### config.mk
export PLATFORM = sky130hd
export DESIGN_NAME = rpc_stb_cmd_receiver
export DESIGN_NICKNAME = d
export VERILOG_FILES = /design/src/rtl/rpc_stb_cmd_receiver.sv
export SDC_FILE = /design/constraint.sdc
export NUM_CORES = 1
export LEC_CHECK = 0
export ABC_AREA = 0
export BUFFER_PORTS_ARGS = -buffer_cell sky130_fd_sc_hd__buf_4
export CORE_UTILIZATION = 50
export CTS_BUF_LIST = sky130_fd_sc_hd__clkbuf_4 sky130_fd_sc_hd__clkbuf_8
export DETAILED_ROUTE_END_ITERATION = 8
export HOLD_SLACK_MARGIN = 0.06
export MAX_ROUTING_LAYER = met4
export PLACE_DENSITY_LB_ADDON = 0.2
export SLEW_MARGIN = 40
export SYNTH_ARGS = -nofsm -noshare
export SYNTH_HDL_FRONTEND = slang
export SYNTH_SLANG_ARGS = --single-unit
export TNS_END_PERCENT = 100
### constraint.sdc
create_clock -name clk_i -period 2.4 [get_ports clk_i]
set_input_delay 0.24 -clock clk_i [delete_from_list [all_inputs] [get_ports clk_i]]
set_output_delay 0.24 -clock clk_i [all_outputs]
set_load 0.01 [all_outputs]
### src/rtl/rpc_stb_cmd_receiver.sv
// Device-side receiver for the RPC STB serial command stream. It deserialises an
// MSB-first frame while CS# is low and presents it on a one-entry valid/ready output.
module rpc_stb_cmd_receiver #(
    parameter int DRAM_CMD_WIDTH = 32,
    parameter int OPCODE_WIDTH   = 5
) (
    input  logic                      clk_i,
    input  logic                      rst_ni,
    input  logic                      rpc_cs_ni,
    input  logic                      rpc_stb_i,
    output logic [DRAM_CMD_WIDTH-1:0] cmd_o,
    output logic [OPCODE_WIDTH-1:0]   opcode_o,
    output logic                      cmd_valid_o,
    input  logic                      cmd_ready_i,
    output logic                      frame_err_o,
    output logic                      overrun_o,
    output logic                      busy_o,
    output logic [15:0]               frame_cnt_o
);

    localparam int W  = DRAM_CMD_WIDTH;
    localparam int CW = $clog2(W);

    typedef enum logic [1:0] {
        IDLE  = 2'd0,
        SHIFT = 2'd1,
        DONE  = 2'd2,
        TAIL  = 2'd3
    } state_e;

    state_e          state_q;
    logic [W-1:0]    sr_q;
    logic [CW-1:0]   bit_cnt_q;
    logic [W-1:0]    cmd_q;
    logic            valid_q;
    logic            pend_q;
    logic            frame_err_q;
    logic            overrun_q;
    logic [15:0]     frame_cnt_q;

    logic            handshake_d;
    logic            load_d;
    logic            drop_d;

    // Valid/ready: a frame is consumed on any edge where cmd_valid_o and cmd_ready_i
    // are both high; cmd_o never changes and cmd_valid_o never falls otherwise.
    assign handshake_d = valid_q & cmd_ready_i;
    assign load_d      = (state_q == DONE) & (~valid_q | cmd_ready_i);
    assign drop_d      = (state_q == DONE) & valid_q & ~cmd_ready_i;

    always_ff @(posedge clk_i or negedge rst_ni) begin
        if (!rst_ni) begin
            state_q     <= IDLE;
            sr_q        <= '0;
            bit_cnt_q   <= '0;
            cmd_q       <= '0;
            valid_q     <= 1'b0;
            pend_q      <= 1'b0;
            frame_err_q <= 1'b0;
            overrun_q   <= 1'b0;
            frame_cnt_q <= '0;
        end else begin
            frame_err_q <= 1'b0;
            overrun_q   <= 1'b0;
            pend_q      <= 1'b0;

            case (state_q)
                IDLE: begin
                    if (!rpc_cs_ni) begin
                        // The first wire bit ends up at W-1 after the remaining W-1 shifts.
                        sr_q      <= {{(W-1){1'b0}}, rpc_stb_i};
                        bit_cnt_q <= CW'(1);
                        state_q   <= SHIFT;
                    end
                end
                SHIFT: begin
                    if (rpc_cs_ni) begin
                        frame_err_q <= 1'b1;
                        sr_q        <= '0;
                        bit_cnt_q   <= '0;
                        state_q     <= IDLE;
                    end else begin
                        sr_q      <= {sr_q[W-2:0], rpc_stb_i};
                        bit_cnt_q <= bit_cnt_q + CW'(1);
                        if (bit_cnt_q == CW'(W-1)) begin
                            state_q <= DONE;
                        end
                    end
                end
                DONE: begin
                    bit_cnt_q <= '0;
                    state_q   <= rpc_cs_ni ? IDLE : TAIL;
                end
                TAIL: begin
                    if (rpc_cs_ni) begin
                        state_q <= IDLE;
                    end
                end
                default: state_q <= IDLE;
            endcase

            // The frame lands in cmd_q one edge after DONE; valid follows one edge later.
            if (load_d) begin
                cmd_q       <= sr_q;
                pend_q      <= 1'b1;
                frame_cnt_q <= frame_cnt_q + 16'd1;
            end
            if (drop_d) begin
                overrun_q <= 1'b1;
            end

            if (pend_q) begin
                valid_q <= 1'b1;
            end else if (handshake_d) begin
                valid_q <= 1'b0;
            end
        end
    end

    assign cmd_o       = cmd_q;
    assign opcode_o    = cmd_q[W-1 -: OPCODE_WIDTH];
    assign cmd_valid_o = valid_q;
    assign frame_err_o = frame_err_q;
    assign overrun_o   = overrun_q;
    assign busy_o      = (state_q != IDLE);
    assign frame_cnt_o = frame_cnt_q;

    a_pulses_exclusive: assert property (@(posedge clk_i) disable iff (!rst_ni)
        !(frame_err_o && overrun_o));

    a_hold_while_stalled: assert property (@(posedge clk_i) disable iff (!rst_ni)
        (cmd_valid_o && !cmd_ready_i) |=> (cmd_valid_o && $stable(cmd_o)));

endmodule

; After elaboration in Yosys (flattened, before gate mapping)
; Index checks and enable logic that the tools add are counted.
[word_totals]
reg_bits = 91
in_bits = 5
out_inout_bits = 57
[classes]
add_sub_neg = 2
eq_ne = 7
muxes = 18
bitwise = 7
n_reduce_logical = 8
[ops]
columns = op, n
row1 = two-way mux 32 bit, 2
row2 = one-hot mux 32 bit (2 select lines), 1
row3 = "adder 16 x 1 -> 16 bit, second input constant", 1
row4 = one-hot mux 5 bit (3 select lines), 1
row5 = two-way mux 2 bit, 5
row6 = two-way mux 5 bit, 2
row7 = one-hot mux 2 bit (4 select lines), 1
row8 = two-way mux 1 bit, 6
row9 = nonzero test 2 bit, 3
row10 = "adder 5 x 1 -> 5 bit, second input constant", 1
row11 = "== test 5 bit, second input constant", 1
row12 = bitwise AND 1 bit, 4
row13 = "== test 2 bit, second input constant", 2
row14 = "!= test 2 bit, second input constant", 2
row15 = AND reduction 2 bit, 2
row16 = "!= test 3 bit, second input constant", 1
row17 = AND reduction 3 bit, 1
row18 = nonzero test 3 bit, 1
row19 = "== test 2 x 1 -> 1 bit, second input constant", 1
row20 = logical NOT 2 bit, 1
row21 = NOT 1 bit, 2
row22 = bitwise OR 1 bit, 1

; Longest topological paths before layout
[depth]
word_depth = 4
mapped_depth = 8

; Worst setup path after synthesis
; OpenSTA, ideal clock, no wires.
[synth_timing]
kind = register to register
startpoint = register bit_cnt_q[0]
endpoint = register state_q[1]
setup_ns = 0.125
arrival_ns = 1.625
required_ns = 2.275
path_slack_ns = 0.651
path_stages_with_launch = 8
synth_period_minus_slack_ns = 1.749
path_cell_list = dfrtp_1 > ha_1 > and3_1 > ha_1 > inv_1 > a21oi_1 > o21ai_0 > mux2_2
[synth_between]
elab_chain_len = 3
[synth_rtl]
columns = element, line
row1 = from (decl), 33  ; logic [CW-1:0] bit_cnt_q;
row2 = from (signal assigned), 84  ; bit_cnt_q <= bit_cnt_q + CW'(1);
row3 = == test 5 bit, 85  ; if (bit_cnt_q == CW'(W-1)) begin
row4 = != test 3 bit (no line), -
row5 = AND reduction 3 bit (no line), -
row6 = to (signal assigned), 92  ; state_q <= rpc_cs_ni ? IDLE : TAIL;
row7 = to (decl), 31  ; state_e state_q;
; Every way passes these cells.
; A chain may end at the register's enable or synchronous reset.

; Worst setup path in the final report
; Ends and elaborated chain as after synthesis.

==> run_results.csv <==
group,metric,value,unit
cts,post_cts_resized,0,
sta,rsz0062_at_grt,"no",
cts,clock_path_buffers,2,
power_and_ir_drop,p_leak,0.00236,µW
placed_design,place_inst,473,
logic_synthesis,synth_xor_area_share,4.03,%
logic_synthesis,syn-cell-area,0.00369,mm²
critical_path,required,2.63,ns
final_layout,fin_cells,490,
final_layout,most-common-layout-cells,"nand2_1, dfrtp_1, buf_4, a22o_1, xnor2_1",
critical_path,critPathTopFamily,"flip-flops",
cts,tritoncts,"done",
critical_path,timing_worst_setup_path_type,"reg2reg",
logic_synthesis,syn_avg_cell_area,11.2,µm²
die,core_area,0.00698,mm²
run,max_cap_viol_count,0,
final_layout,area_growth,19.0,%
sta,hold_viol,0,
status,outcome,"complete, no violations",
sta,period_minus_slack,1.88,ns
cts,clk_latency,0.34,ns
sta,setup_viol,0,
die,dieArea,0.00774,mm²
logic_synthesis,synth_fp_nets,344,
cts,cts_max_level,3,
route,drt_iter0_markers,175,
route,route.vias.total,2511,
logic_synthesis,synth_warnings,0,
logic_synthesis,ys_ff_latch,91,
final_layout,n_antenna_cell,0,
cts,cts_sinks,91,
logic_synthesis,synthAdderAreaFrac,2.71,%
logic_synthesis,synth_compound_area_share,9.48,%
power_and_ir_drop,power-per-cell-area,839,mW/mm²
final_layout,seqCellArea,0.00228,mm²
logic_synthesis,synthMuxAreaShare,1.46,%
sta,fmax,0.531,GHz
critical_path,worstPathArrival,2.11,ns
global_routing,antenna_found_initial,0,
critical_path,slowest_delay,0.43,ns
final_layout,n_fill_cell,597,
route,via_per_inst,5.12,
critical_path,startpoint_type,"register",
global_routing,grt_util_all_layers,19.0,%
critical_path,worst_path_most_repeated_cell,"ha_1",
route,dr.pass1.iters,4,
route,antenna_left,0,
placed_design,port_buffers,61,
global_routing,grt_pass1_vias,2360,
cts,cts-buffers-inserted,9,
logic_synthesis,synth-simple-area-share,16.8,%
global_routing,grt_start_max_net_pins,53,
logic_synthesis,synth_cell_types,34,
final_layout,fin_nets,402,
logic_synthesis,synth_top_area_share,61.6,%
die,start_util,52.9,%
route,drc,0,
sta,tightest_slew,0.514,ns
die,dieWidth,88.0,µm
logic_synthesis,synthTopCellsByArea,"dfrtp_1, nand2_1, a22o_1",
sta,setup_tns,0,ns
sta,drv_slew,0,
die,ios,62,
sta,relSlewSlack,65.7,%
global_routing,overflow,0,
logic_synthesis,synth_top_area_cell,"dfrtp_1",
critical_path,crit_path_end_kind,"register",
die,rows,30,
placed_design,hpwl,4270,µm
hold_path,hold_class,"in2reg",
placed_design,place.gp.congestion,0.767,
logic_synthesis,synth_cells,331,
logic_synthesis,synth_top_family_by_area,"simple AND/OR/NAND/NOR gates",
global_routing,grt_pass1_wl,10900,µm
critical_path,cp_slowest_cell,"dfrtp_1",
logic_synthesis,synth_seq_area_share,61.6,%
route,wire_per_inst,13.3,µm
sta,period_share,78.5,%
route,wl,6530,µm
critical_path,path_buf_inv,1,
critical_path,cp_cell_sequence,"ha_1, and3_1, ha_1, inv_1, a21oi_1, o21ai_0, mux2_2",
final_layout,drive_above_1_share,23.4,%
final_layout,layout_commonest_cell,"nand2_1",
cts,root_buffer,"clkbuf_8",
critical_path,worstPathMaxFanout,5,
power_and_ir_drop,ir_drop,387,µV
cts,clk_pin_slew,0.09,ns
die,die_h,88.0,µm
final_layout,multi_input_area,0.00128,mm²
sta,finClkSkew,0.00737,ns
==> cell type report <==
class / instances / area share, %
flip-flops and latches: 91 / 51.8
multi-input cells: 213 / 29.0
clock buffers: 11 / 3.16
repair buffers: 67 / 11.8
well taps: 96 / 2.73
clock inverters: 5 / 0.882
inverters: 7 / 0.598
==> synthesized netlist by cell type, drive strengths merged <==
master and instances:
inv 7, and3 4, a21oi 2, nor2b 1, and4 3, nand2b 2, nor2 7, clkbuf 1
mux2 1, o211ai 1, a32o 3, nand2 111, ha 8, and2 2, nand4 4, nand3 5
buf 19, xor2 7, o21ai 3, o221ai 1, a22o 31, a22oi 1, nor3 3, dfrtp 91
xnor2 10, mux2i 3
==> metal layers <==
| metal | wire (µm) | up-vias | track usage [%] | share of wire, % |
|---|---|---|---|---|
| met5 | 0 | - | - | 0 |
| met4 | 72 | 0 | 6.71 | 1.1 |
| met3 | 215 | 8 | 3.30 | 3.3 |
| li1 | - | 1219 | - | - |
| met2 | 3030 | 53 | 29.0 | 46 |
| met1 | 3220 | 1231 | 25.6 | 49 |
==> metrics by stage <==
step | hold WS, ns | total power (µW) | instance area [µm²] | setup WS [ns] | utilization [%]
after floorplan | -0.0556 | 2500 | 3690 | 0.651 | -
after global placement | 0.257 | 2790 | 4210 | 0.603 | 60.3
after detailed placement | 0.254 | 2800 | 4210 | 0.528 | 60.3
after CTS | 0.163 | 3730 | 4400 | 0.518 | 63.0
after global routing | 0.169 | 3910 | 4400 | 0.409 | 63.0
final | 0.177 | 3690 | 4400 | 0.515 | 63.0
==> registers in the layout, indices dropped and copies added, names as in the netlist <==
name         flops
frame_cnt_o     16
cmd_valid_o      1
bit_cnt_q        5
sr_q            32
state_q          2
overrun_o        1
frame_err_o      1
pend_q           1
cmd_o           32
==> cell families after synthesis <==
family                   after synthesis
buffers and inverters                 27
AO/OA/AOI/OAI                         42
AND/OR/NAND/NOR                      142
adder cells (fa/ha/maj)                8
flip-flops                            91
multiplexers                           4
XOR/XNOR                              17
==> where the power goes <==
group	switching, µW	internal, µW	leakage [µW]
Sequential	121	1660	0.00126
Combinational	616	361	0.00103
Clock	524	403	0.0000790
Total	1260	2430	0.00236
==> path summary, 6_finish.rpt <==
| path | end | slack (ns) | from | cells after the start |
|---|---|---|---|---|
| min in group asynchronous | frame_cnt_o[9]$_DFFE_PN0P_ | 0.41 | rst_ni | 2 |
| hold / removal | frame_err_o$_DFF_PN0_ | 0.18 | rpc_cs_ni | 2 |
| max in group asynchronous | sr_q[29]$_DFFE_PN0P_ | 1.36 | rst_ni | 3 |
| hold reg to reg | cmd_valid_o$_DFFE_PN0P_ | 0.44 | pend_q$_DFF_PN0_ | 1 |
| setup reg to reg | state_q[1]$_DFFE_PN0P_ | 0.52 | bit_cnt_q[0]$_DFFE_PN0P_ | 7 |
| setup / recovery | state_q[1]$_DFFE_PN0P_ | 0.52 | bit_cnt_q[0]$_DFFE_PN0P_ | 7 |
==> repair_timing <==
action                                 4_1_cts  5_1_grt
buffers inserted                             0        0
endpoints found under the hold margin       39        0
hold buffers                                 1        0
Power figures use the tool's default switching activity.
